==> src/rtl/sram_fifo_controller.sv <==
// 256-entry x 16-bit FIFO controller for an external dual-port SRAM.
// Port A only writes and port B only reads, with one cycle of read latency into a registered head word.
module sram_fifo_controller (
    input  logic        Clk_In,
    input  logic        Reset_In,
    input  logic [15:0] Write_Data_In,
    input  logic        Write_Valid_In,
    output logic        Write_Ready_Out,
    output logic [15:0] Read_Data_Out,
    output logic        Read_Valid_Out,
    input  logic        Read_Ready_In,
    output logic [8:0]  Count_Out,
    output logic        Full_Out,
    output logic        Empty_Out,
    output logic [15:0] Port_A_Data_Out,
    output logic [7:0]  Port_A_Address_Out,
    output logic        Port_A_Write_Enable_Out,
    output logic        Port_A_Read_Enable_Out,
    output logic [7:0]  Port_B_Address_Out,
    output logic        Port_B_Read_Enable_Out,
    output logic        Port_B_Write_Enable_Out,
    output logic [15:0] Port_B_Data_Out,
    input  logic [15:0] Port_B_Data_In
);

    typedef enum logic [1:0] {
        EMPTY_S,
        FETCH_S,
        VALID_S
    } rd_state_t;

    rd_state_t   state;
    rd_state_t   state_next;

    logic [7:0]  wr_ptr;
    logic [7:0]  rd_ptr;
    logic [8:0]  occupancy;
    logic [8:0]  sram_count;
    logic [15:0] read_data;

    logic        push;
    logic        pop;
    logic        fetch;
    logic        head_valid;
    logic        sram_has_data;

    // Handshake qualification; reset masks both sides so nothing moves on a reset edge.
    assign Full_Out        = (occupancy == 9'd256);
    assign Empty_Out       = (occupancy == 9'd0);
    assign Write_Ready_Out = !Full_Out;
    assign Count_Out       = occupancy;

    assign sram_has_data = (sram_count != 9'd0);
    assign push          = Write_Valid_In && Write_Ready_Out && !Reset_In;
    assign pop           = head_valid && Read_Ready_In && !Reset_In;

    // Port A: write-only
    assign Port_A_Write_Enable_Out = push;
    assign Port_A_Address_Out      = wr_ptr;
    assign Port_A_Data_Out         = Write_Data_In;
    assign Port_A_Read_Enable_Out  = 1'b0;

    // Port B: read-only
    assign Port_B_Read_Enable_Out  = fetch;
    assign Port_B_Address_Out      = rd_ptr;
    assign Port_B_Write_Enable_Out = 1'b0;
    assign Port_B_Data_Out         = '0;

    assign Read_Data_Out  = read_data;
    assign Read_Valid_Out = head_valid;

    // Read FSM: state register
    always_ff @(posedge Clk_In) begin
        if (Reset_In) begin
            state <= EMPTY_S;
        end else begin
            state <= state_next;
        end
    end

    // Read FSM: next-state logic
    always_comb begin
        state_next = state;
        case (state)
            EMPTY_S: begin
                if (sram_has_data) begin
                    state_next = FETCH_S;
                end
            end
            FETCH_S: begin
                state_next = VALID_S;
            end
            VALID_S: begin
                if (pop) begin
                    state_next = sram_has_data ? FETCH_S : EMPTY_S;
                end
            end
            default: begin
                state_next = EMPTY_S;
            end
        endcase
    end

    // Read FSM: outputs
    always_comb begin
        head_valid = 1'b0;
        fetch      = 1'b0;
        case (state)
            EMPTY_S: begin
                fetch = sram_has_data && !Reset_In;
            end
            VALID_S: begin
                head_valid = 1'b1;
                fetch      = pop && sram_has_data;
            end
            default: begin
                head_valid = 1'b0;
                fetch      = 1'b0;
            end
        endcase
    end

    // Pointers, counters and the head-word register
    always_ff @(posedge Clk_In) begin
        if (Reset_In) begin
            wr_ptr     <= '0;
            rd_ptr     <= '0;
            occupancy  <= '0;
            sram_count <= '0;
            read_data  <= '0;
        end else begin
            if (push) begin
                wr_ptr <= wr_ptr + 8'd1;
            end
            if (fetch) begin
                rd_ptr <= rd_ptr + 8'd1;
            end

            case ({push, pop})
                2'b10:   occupancy <= occupancy + 9'd1;
                2'b01:   occupancy <= occupancy - 9'd1;
                default: occupancy <= occupancy;
            endcase

            case ({push, fetch})
                2'b10:   sram_count <= sram_count + 9'd1;
                2'b01:   sram_count <= sram_count - 9'd1;
                default: sram_count <= sram_count;
            endcase

            // SRAM data is valid exactly one cycle after the fetch was issued
            if (state == FETCH_S) begin
                read_data <= Port_B_Data_In;
            end
        end
    end

    // A fetch needs unfetched data, so rd_ptr trails wr_ptr unless the FIFO is full (no push then).
    a_no_collision: assert property (@(posedge Clk_In) disable iff (Reset_In)
        !(Port_A_Write_Enable_Out && Port_B_Read_Enable_Out &&
          (Port_A_Address_Out == Port_B_Address_Out)));

    a_count_order: assert property (@(posedge Clk_In) disable iff (Reset_In)
        (sram_count <= occupancy) && (occupancy <= 9'd256));

endmodule

==> config.mk <==
export PLATFORM = sky130hd
export DESIGN_NAME = sram_fifo_controller
export DESIGN_NICKNAME = d
export VERILOG_FILES = /design/src/rtl/sram_fifo_controller.sv
export SDC_FILE = /design/constraint.sdc
export NUM_CORES = 1
export LEC_CHECK = 0
export BUFFER_PORTS_ARGS = -buffer_cell sky130_fd_sc_hd__buf_2
export CAP_MARGIN = 15
export CORE_ASPECT_RATIO = 1.1
export CORE_MARGIN = 2
export CORE_UTILIZATION = 49
export DETAILED_ROUTE_END_ITERATION = 16
export PLACE_DENSITY = 0.81
export SLEW_MARGIN = 30
export SYNTH_ARGS = -nofsm -noshare
export SYNTH_HDL_FRONTEND = slang
export SYNTH_SLANG_ARGS = --single-unit
==> constraint.sdc <==
create_clock -name Clk_In -period 4.45 [get_ports Clk_In]
set_input_delay 0.2225 -clock Clk_In [delete_from_list [all_inputs] [get_ports Clk_In]]
set_output_delay 0.2225 -clock Clk_In [all_outputs]
set_load 0.03 [all_outputs]
==> results.cfg, run 1 <==
[power]
peakVddDrop_mv = 0.210
p_leak_nw = 1.56
p_total_mw = 1.61
power.density_nw_per_um2 = 501

[cts]
cts_root_buffer = clkbuf_8
clk_pin_slew_worst_paths_ns = 0.10
clkLatencyLatePin_ns = 0.31
cts_tree = done
numCtsBuffers = 5
cts_num_sinks = 52
cts_resized = 0
holdBufCountCts = 0
cts_max_level = 2
cts_buffer_depth = 2
postCtsSetupRepairBufs = 0

[synth]
synth.distinct_cells = 44
synth_flop_cell = dfxtp_1
syn-cell-area_um2 = 2910
syn_inst = 348
synth_top_cell_area_share_pct = 35.7
synth-edff-count = 0
synth_area_leaders = dfxtp_1, buf_4, ha_1, nand2_1, a21oi_1
synth_commonest_cells = dfxtp_1, nand2_1, nor2_1, buf_4, a21oi_1
avgSynthCellArea_um2 = 8.37
synth_seq_cells = 52
yosysSeqAreaShare_pct = 35.7
yosysMostFrequentCell = dfxtp_1
async_flop_share_pct = 0
ys_warn_count = 0
synth_area_leader_cell = dfxtp_1

[placed_design]
port_buffers = 66
dp.final_hpwl_um = 4220
place_ws_ns = 1.01
place_congestion = 0.919
dp_cells = 463

[critical_path]
path_class = reg2reg
cp.required_ns = 4.66
end_kind = flip-flop
r2r-start = Count_Out[0]
startpoint_type = flip-flop
r2r_cells = 12
r2r_end = Count_Out[8]
arrival_ns = 3.65
path_max_fanout = 11
r2r_setup_slack_ns = 1.01

[final_layout]
final_layout_size_suffix_gt1_share_pct = 20.8
utilization_pct = 55.6
final_nets = 449
synthToLayoutAreaGrowth_pct = 10.1
antenna_cells = 0
nFillCells = 521
stdcell_count = 471

[timing]
setup-violations-final = 0
worst_pin_slew_ns = 0.612
rsz0062_at_grt = no
hold_viol = 0
setup_tns_ns = 0
finalCriticalPeriod_ns = 3.44
report.final.slew_viol_count = 0
period_share_pct = 77.3
layout_setup_ws_ns = 1.01
skew_ns = 0.00746
maxSlewHeadroom_pct = 59.2
max_freq_mhz = 291

[grt]
use_met1_pct = 21.4
grt_busiest_layer = met2
met2_usage_pct = 29.6
antenna_found_initial = 0
overflow = 0
grt_use_met3_pct = 3.83
grt_pass1_wl_um = 9520
grt_max_degree = 39
grt_pass1_vias = 2202
track_usage_pct = 17.5

[run]
drv_cap = 0

[hold_path]
min_to = Read_Data_Out[0]
min_path_type = in2reg
hold_path.startpoint = Port_B_Data_In[0]
whs_path_depth = 3

[routing]
drc = 0
drt_first_pass_iters = 4
vias = 2420
postRouteAntennaNets = 0
wl_um = 5640
drtIter0Drc = 133
wl_per_cell_um = 12.0
viasPerCell = 5.14

[floorplan]
core-area_um2 = 5770
fp.dieH_um = 84.9
die_x_um = 77.5
start_util_pct = 50.5
io_pins = 117
rows = 29
dieArea_um2 = 6580

[status]
status = finished clean
[where the power goes]
part | switching (mW) | internal (mW)
combinational | 0.468 | 0.270
clock | 0.159 | 0.112
sequential | 0.0586 | 0.540
[cells by family after synthesis]
kind of cell | after synthesis | share of synthesized area, %
compound gates | 56 | 12.1
mux | 11 | 3.99
fa+ha+maj | 20 | 9.10
buf+inv | 56 | 11.7
other cells | 1 | 0.129
flops | 52 | 35.7
xor+xnor | 22 | 6.61
simple gates | 130 | 20.7
[metrics by stage]
step	hold WS, ns	instance area, um^2
finish	0.144	3210
global route	0.145	3210
CTS	0.142	3210
detailed placement	0.444	3120
global placement	0.439	3120
floorplan	0.359	2980
[flip-flops by register name, summed over array words and instances, names as in the netlist]
name and count:
Read_Data_Out 16, Count_Out 9, sram_count 9, Port_A_Address_Out 8
Port_B_Address_Out 8, state 2
[cells in the final DEF (no fill, tap or decap), types with 2 or more instances in the layout]
cell type and count:
ha_1 18, fa_1 2, o211ai_1 2, and3_1 2, buf_2 66, dfxtp_1 52
nor2b_1 3, o21a_1 4, xnor2_1 8, o2111ai_1 2, and4_1 4, o2bb2ai_1 2
mux2i_1 9, a21o_1 7, and2_1 2, nor3_1 2, inv_1 8, xor2_1 14
nand2b_1 5, a21oi_1 29, conb_1 18, nand4_1 8, nor4_1 3, clkbuf_8 5
a31oi_1 2, o221ai_1 2, nand2_1 49, nand3_1 8, or3_1 2, nor2_1 37
buf_4 3
[area by class of cell]
class	instances	area [um^2]	area share (%)
Clock buffer	5	68.8	2.14
Inverter	8	30.0	0.936
Sequential cell	52	1040	32.4
Multi-Input combinational cell	257	1600	49.8
Clock inverter	3	21.3	0.663
Timing Repair Buffer	69	353	11.0
Tap cell	77	96.3	3.00
[critical path: stages (launching register included)]
cell and delay, ns:
dfxtp_1 0.36, nor4_1 0.50, a311oi_1 0.16, buf_4 0.20
inv_1 0.09, ha_1 0.38, inv_1 0.14, fa_1 0.41
nand2b_1 0.16, a21oi_1 0.24, a21o_1 0.17, mux2i_1 0.18
mux2_2 0.34
[worst max-delay path by stage]
| stage | from | to | slack (ns) | cells past startpoint |
|---|---|---|---|---|
| 2_1_floorplan | Count_Out[0] | sram_count[8] | 1.07 | 11 |
| 3_3_place_gp | Read_Ready_In | sram_count[8] | 1.17 | 11 |
| 3_5_place_dp | Count_Out[0] | Count_Out[8] | 1.01 | 12 |
| 4_1_cts | Count_Out[0] | Count_Out[8] | 0.97 | 12 |
| 5_1_grt | Count_Out[0] | Count_Out[8] | 0.60 | 12 |
| 6_report | Count_Out[0] | Count_Out[8] | 1.01 | 12 |
[per-layer routing]
| layer | wire length, um | vias up |
|---|---|---|
| li1 | - | 1228 |
| met1 | 2530 | 1098 |
| met2 | 2640 | 87 |
| met3 | 382 | 7 |
| met4 | 81 | 0 |
| met5 | 0 | - |
No activity file was read; power rests on OpenSTA's default activity.
==> inputs of run 2 (changes only) <==
Clock period 4.45 ns to 3.2 ns, I/O delays scaled along.
==> results.cfg, run 2 (synthesized netlist as in run 1, its figures left out) <==
[status]
status = finished clean

[timing]
period_share_pct = 96.1
holdWs_ns = 0.0679
layout_setup_ws_ns = 0.126
worst_pin_slew_ns = 0.616
skew_ns = 0.00858
setup-violations-final = 0
setup_tns_ns = 0
maxSlewHeadroom_pct = 58.8
finalCriticalPeriod_ns = 3.07
max_freq_mhz = 325
report.final.slew_viol_count = 0
hold_viol = 0

[power]
p_switching_mw = 1.01
p_leak_nw = 1.62
combPwrFrac_pct = 48.3
power.density_nw_per_um2 = 719
peakVddDrop_mv = 0.374
switching_share_pct = 42.4
clockPowerShare_pct = 16.7
p_int_mw = 1.38
pwr-share-seq_pct = 35.1
p_total_mw = 2.39

[critical_path]
r2r_setup_slack_ns = 0.13
startpoint_type = flip-flop
path_cells = nor4_1 > buf_4 > a311oi_2 > inv_1 > ha_1 > ha_1 > a21o_1 > a31o_1 > o21ai_1 > or3b_1 > mux2_4
r2r_end = sram_count[8]
crit_top_cell = ha_1
critical_path.slowest_cell = ha_1
r2r_cells = 11
end_kind = flip-flop
slowest_delay_ns = 0.39
path_max_fanout = 10
path_class = reg2reg
cp_top_family = adder cells
r2r-start = Count_Out[0]
cp_num_buf_inv = 2
arrival_ns = 3.28
cp.required_ns = 3.41

[grt]
grt_max_degree = 43
antenna_found_initial = 0
track_usage_pct = 18.5
grt_pass1_vias = 2237
grt_pass1_wl_um = 9890
overflow = 0

[routing]
drtIter0Drc = 85
viasPerCell = 5.04
drt_first_pass_iters = 5
wl_um = 6020
wl_per_cell_um = 12.5
drc = 0
vias = 2420
postRouteAntennaNets = 0

[final_layout]
final_common_cell = buf_2
nFillCells = 522
stdcell_area_um2 = 3320
final_nets = 458
synthToLayoutAreaGrowth_pct = 14.0
antenna_cells = 0
stdcell_count = 480
final_layout_size_suffix_gt1_share_pct = 25.3
final_cell_mix = buf_2, nand2_1, dfxtp_1, nor2_1, a21oi_1
multiInputGateArea_um2 = 1630
largest_reg_flops = 16
utilization_pct = 57.6
regArea_um2 = 1050

[floorplan]
start_util_pct = 50.5
fp.dieH_um = 84.9
core-area_um2 = 5770
io_pins = 117
dieArea_um2 = 6580
die_x_um = 77.5
rows = 29

[cts]
clkLatencyLatePin_ns = 0.31
cts_resized = 0
cts_num_sinks = 52
cts_tree = done
clk_pin_slew_worst_paths_ns = 0.10
holdBufCountCts = 0
cts_root_buffer = clkbuf_8
postCtsSetupRepairBufs = 0
cts_max_level = 2
cts_buffer_depth = 2
numCtsBuffers = 5

[placed_design]
placed_area_um2 = 3190
dp.final_hpwl_um = 4540
dp_cells = 472
port_buffers = 66
place_congestion = 0.849
place_ws_ns = 0.0624

[hold_path]
whs_path_depth = 3
min_to = Read_Data_Out[12]
min_path_type = in2reg
hold_path.startpoint = Port_B_Data_In[12]

[run]
drv_cap = 0
-- run 2: changes by cell type in the layout (fill, tap and decap cells not counted), moves of 2 or more --
| cell | before | now |
|---|---|---|
| dfxtp_1 | 52 | 44 |
| buf_4 | 3 | 12 |
| dfxtp_2 | 0 | 8 |
| nor4_1 | 3 | 1 |
-- run 2: final cells by class --
| type | instances | area share (%) |
|---|---|---|
| inverter | 8 | 0.904 |
| timing repair buffer | 78 | 12.7 |
| sequential | 52 | 31.7 |
| tap | 77 | 2.90 |
| clock buffer | 5 | 2.07 |
| clock inverter | 3 | 0.829 |
| multi-input combinational | 257 | 49.0 |
-- run 2: worst max path at each step --
stage / start / end / slack [ns] / cells past startpoint
finish: Count_Out[0] / sram_count[8] / 0.13 / 11
global route: Count_Out[0] / Count_Out[8] / -0.0005 / 12
CTS: Count_Out[4] / sram_count[8] / 0.04 / 10
detailed placement: Count_Out[4] / sram_count[8] / 0.06 / 10
global placement: Count_Out[4] / sram_count[8] / 0.20 / 10
floorplan: Count_Out[0] / sram_count[8] / 0.01 / 11
-- run 2: worst min-delay path, stage by stage --
cell     delay (ns)
buf_2          0.09
nand2_1        0.04
a21oi_1        0.05
-- run 2: metal layers --
layer / global-route usage (%) / routed length (um)
met5: 0 / 0
met4: 6.49 / 94
met3: 4.47 / 357
met2: 31.9 / 2820
met1: 22.6 / 2750
-- run 2: power by group through the flow --
stage	registers (mW)	logic, mW	clock network (mW)
after detailed placement	0.845	1.14	0
after global routing	0.852	1.27	0.440
after global placement	0.841	1.11	0
after floorplan	0.920	0.805	0
after CTS	0.831	1.14	0.410
final	0.838	1.15	0.398
==> inputs of run 3 (changes only) <==
Settings changed: CELL_PAD_IN_SITES_DETAIL_PLACEMENT from default to 1, CELL_PAD_IN_SITES_GLOBAL_PLACEMENT from default to 1, CORE_UTILIZATION 49 to 35, PLACE_DENSITY 0.81 to default, PLACE_DENSITY_LB_ADDON from default to 0.1.
==> results.cfg, run 3 (synthesized netlist as in run 1, its figures left out) <==
[cts]
cts_max_level = 2
cts_num_sinks = 52
clkLatencyLatePin_ns = 0.30
postCtsSetupRepairBufs = 0
cts_tree = done
holdBufCountCts = 0
cts_resized = 0
cts_root_buffer = clkbuf_8
cts_buffer_depth = 2
clk_pin_slew_worst_paths_ns = 0.10
numCtsBuffers = 5

[power]
power.density_nw_per_um2 = 740
switching_share_pct = 40.8
combPwrFrac_pct = 47.5
p_switching_mw = 1.02
pwr-share-seq_pct = 33.2
p_leak_nw = 1.64
p_int_mw = 1.48
peakVddDrop_mv = 0.318
clockPowerShare_pct = 19.2
p_total_mw = 2.51

[placed_design]
port_buffers = 66
dp_cells = 506
placed_area_um2 = 3260
place_congestion = 0.838
dp.final_hpwl_um = 5320

[grt]
antenna_found_initial = 0
overflow = 0
grt_pass1_wl_um = 11600
grt_pass1_vias = 2501
grt_max_degree = 38
track_usage_pct = 15.4

[timing]
hold_viol = 0
maxSlewHeadroom_pct = 56.6
finalCriticalPeriod_ns = 2.96
setup-violations-final = 0
report.final.slew_viol_count = 0
period_share_pct = 92.3
skew_ns = 0.00517
setup_tns_ns = 0
rsz0062_at_grt = no
max_freq_mhz = 338
worst_pin_slew_ns = 0.650

[routing]
drt-met1-wl_um = 3290
drc = 0
vias = 2478
postRouteAntennaNets = 0
drt_first_pass_iters = 4
wl_um = 6970
viasPerCell = 4.82
drtIter0Drc = 48
wl_met3_um = 334
highest_layer = met4
wl_met2_um = 3250
wl_per_cell_um = 13.6

[floorplan]
rows = 34
fp.dieH_um = 99.7
io_pins = 117
core-area_um2 = 8000
die_x_um = 91
start_util_pct = 36.4
dieArea_um2 = 9070

[critical_path]
path_class = reg2reg
path_max_fanout = 10
cp.required_ns = 3.40
arrival_ns = 3.15
end_kind = flip-flop
startpoint_type = flip-flop

[final_layout]
stdcell_area_um2 = 3390
final_nets = 461
antenna_cells = 0
final_layout_size_suffix_gt1_share_pct = 25.6
stdcell_count = 514
final_common_cell = buf_2
synthToLayoutAreaGrowth_pct = 16.3
largest_reg_flops = 16
nFillCells = 992
final_cell_mix = buf_2, nand2_1, dfxtp_1, nor2_1, a21oi_1

[status]
status = finished clean

[hold_path]
min_path_type = in2reg

[run]
drv_cap = 0
==> run 3: changes by cell type in the layout (fill, tap and decap cells not counted), sizes merged <==
cell | before | now
clkbuf | 5 | 6
bufinv | 0 | 1
buf | 78 | 81
clkinvlp | 1 | 0
inv | 9 | 8
==> run 3: area by class of cell <==
class / instances / area, um^2 / area share, %
well taps: 108 / 135 / 3.99
multi-input cells: 257 / 1610 / 47.5
clock buffers: 6 / 82.6 / 2.44
repair buffers: 81 / 443 / 13.1
inverters: 8 / 30.0 / 0.886
flip-flops and latches: 52 / 1050 / 31.0
clock inverters: 2 / 38.8 / 1.14
==> run 3: per-layer routing <==
layer,vias up,GRT usage [%]
met5,-,0
met4,0,5.48
met3,8,3.03
met2,56,26.3
met1,1172,19.5
li1,1242,-
==> run 3: power by group through the flow <==
stage	Sequential, mW	Combinational [mW]	Clock (mW)
3_3_place_gp	0.845	1.16	0
2_1_floorplan	0.920	0.805	0
6_report	0.833	1.19	0.482
5_1_grt	0.854	1.32	0.522
3_5_place_dp	0.849	1.19	0
4_1_cts	0.835	1.19	0.507
==> run 3: worst max-delay path, stage by stage (launching register included) <==
cell	delay, ns
dfxtp_2	0.33
nor4_1	0.35
a311oi_1	0.18
inv_1	0.12
ha_2	0.33
ha_1	0.30
a21o_1	0.20
a31o_1	0.24
o21ai_1	0.11
or3b_1	0.39
mux2_4	0.31
==> run 3: path summary, 6_finish.rpt <==
path                     start                to  slack, ns  cells past startpoint
max               Count_Out[0]     sram_count[8]       0.24                     10
min          Port_B_Data_In[1]  Read_Data_Out[1]       0.08                      3
max reg2reg       Count_Out[0]     sram_count[8]       0.24                     10
min reg2reg   Read_Data_Out[3]  Read_Data_Out[3]       0.46                      2
==> run 3: stage by stage <==
stage,hold WS (ns),setup WS [ns],util [%]
2_1_floorplan,0.296,0.0127,-
3_3_place_gp,0.320,0.181,40.7
3_5_place_dp,0.320,0.0637,40.7
4_1_cts,0.0720,0.0485,42.3
5_1_grt,0.0747,0.0640,42.4
6_report,0.0792,0.245,42.4
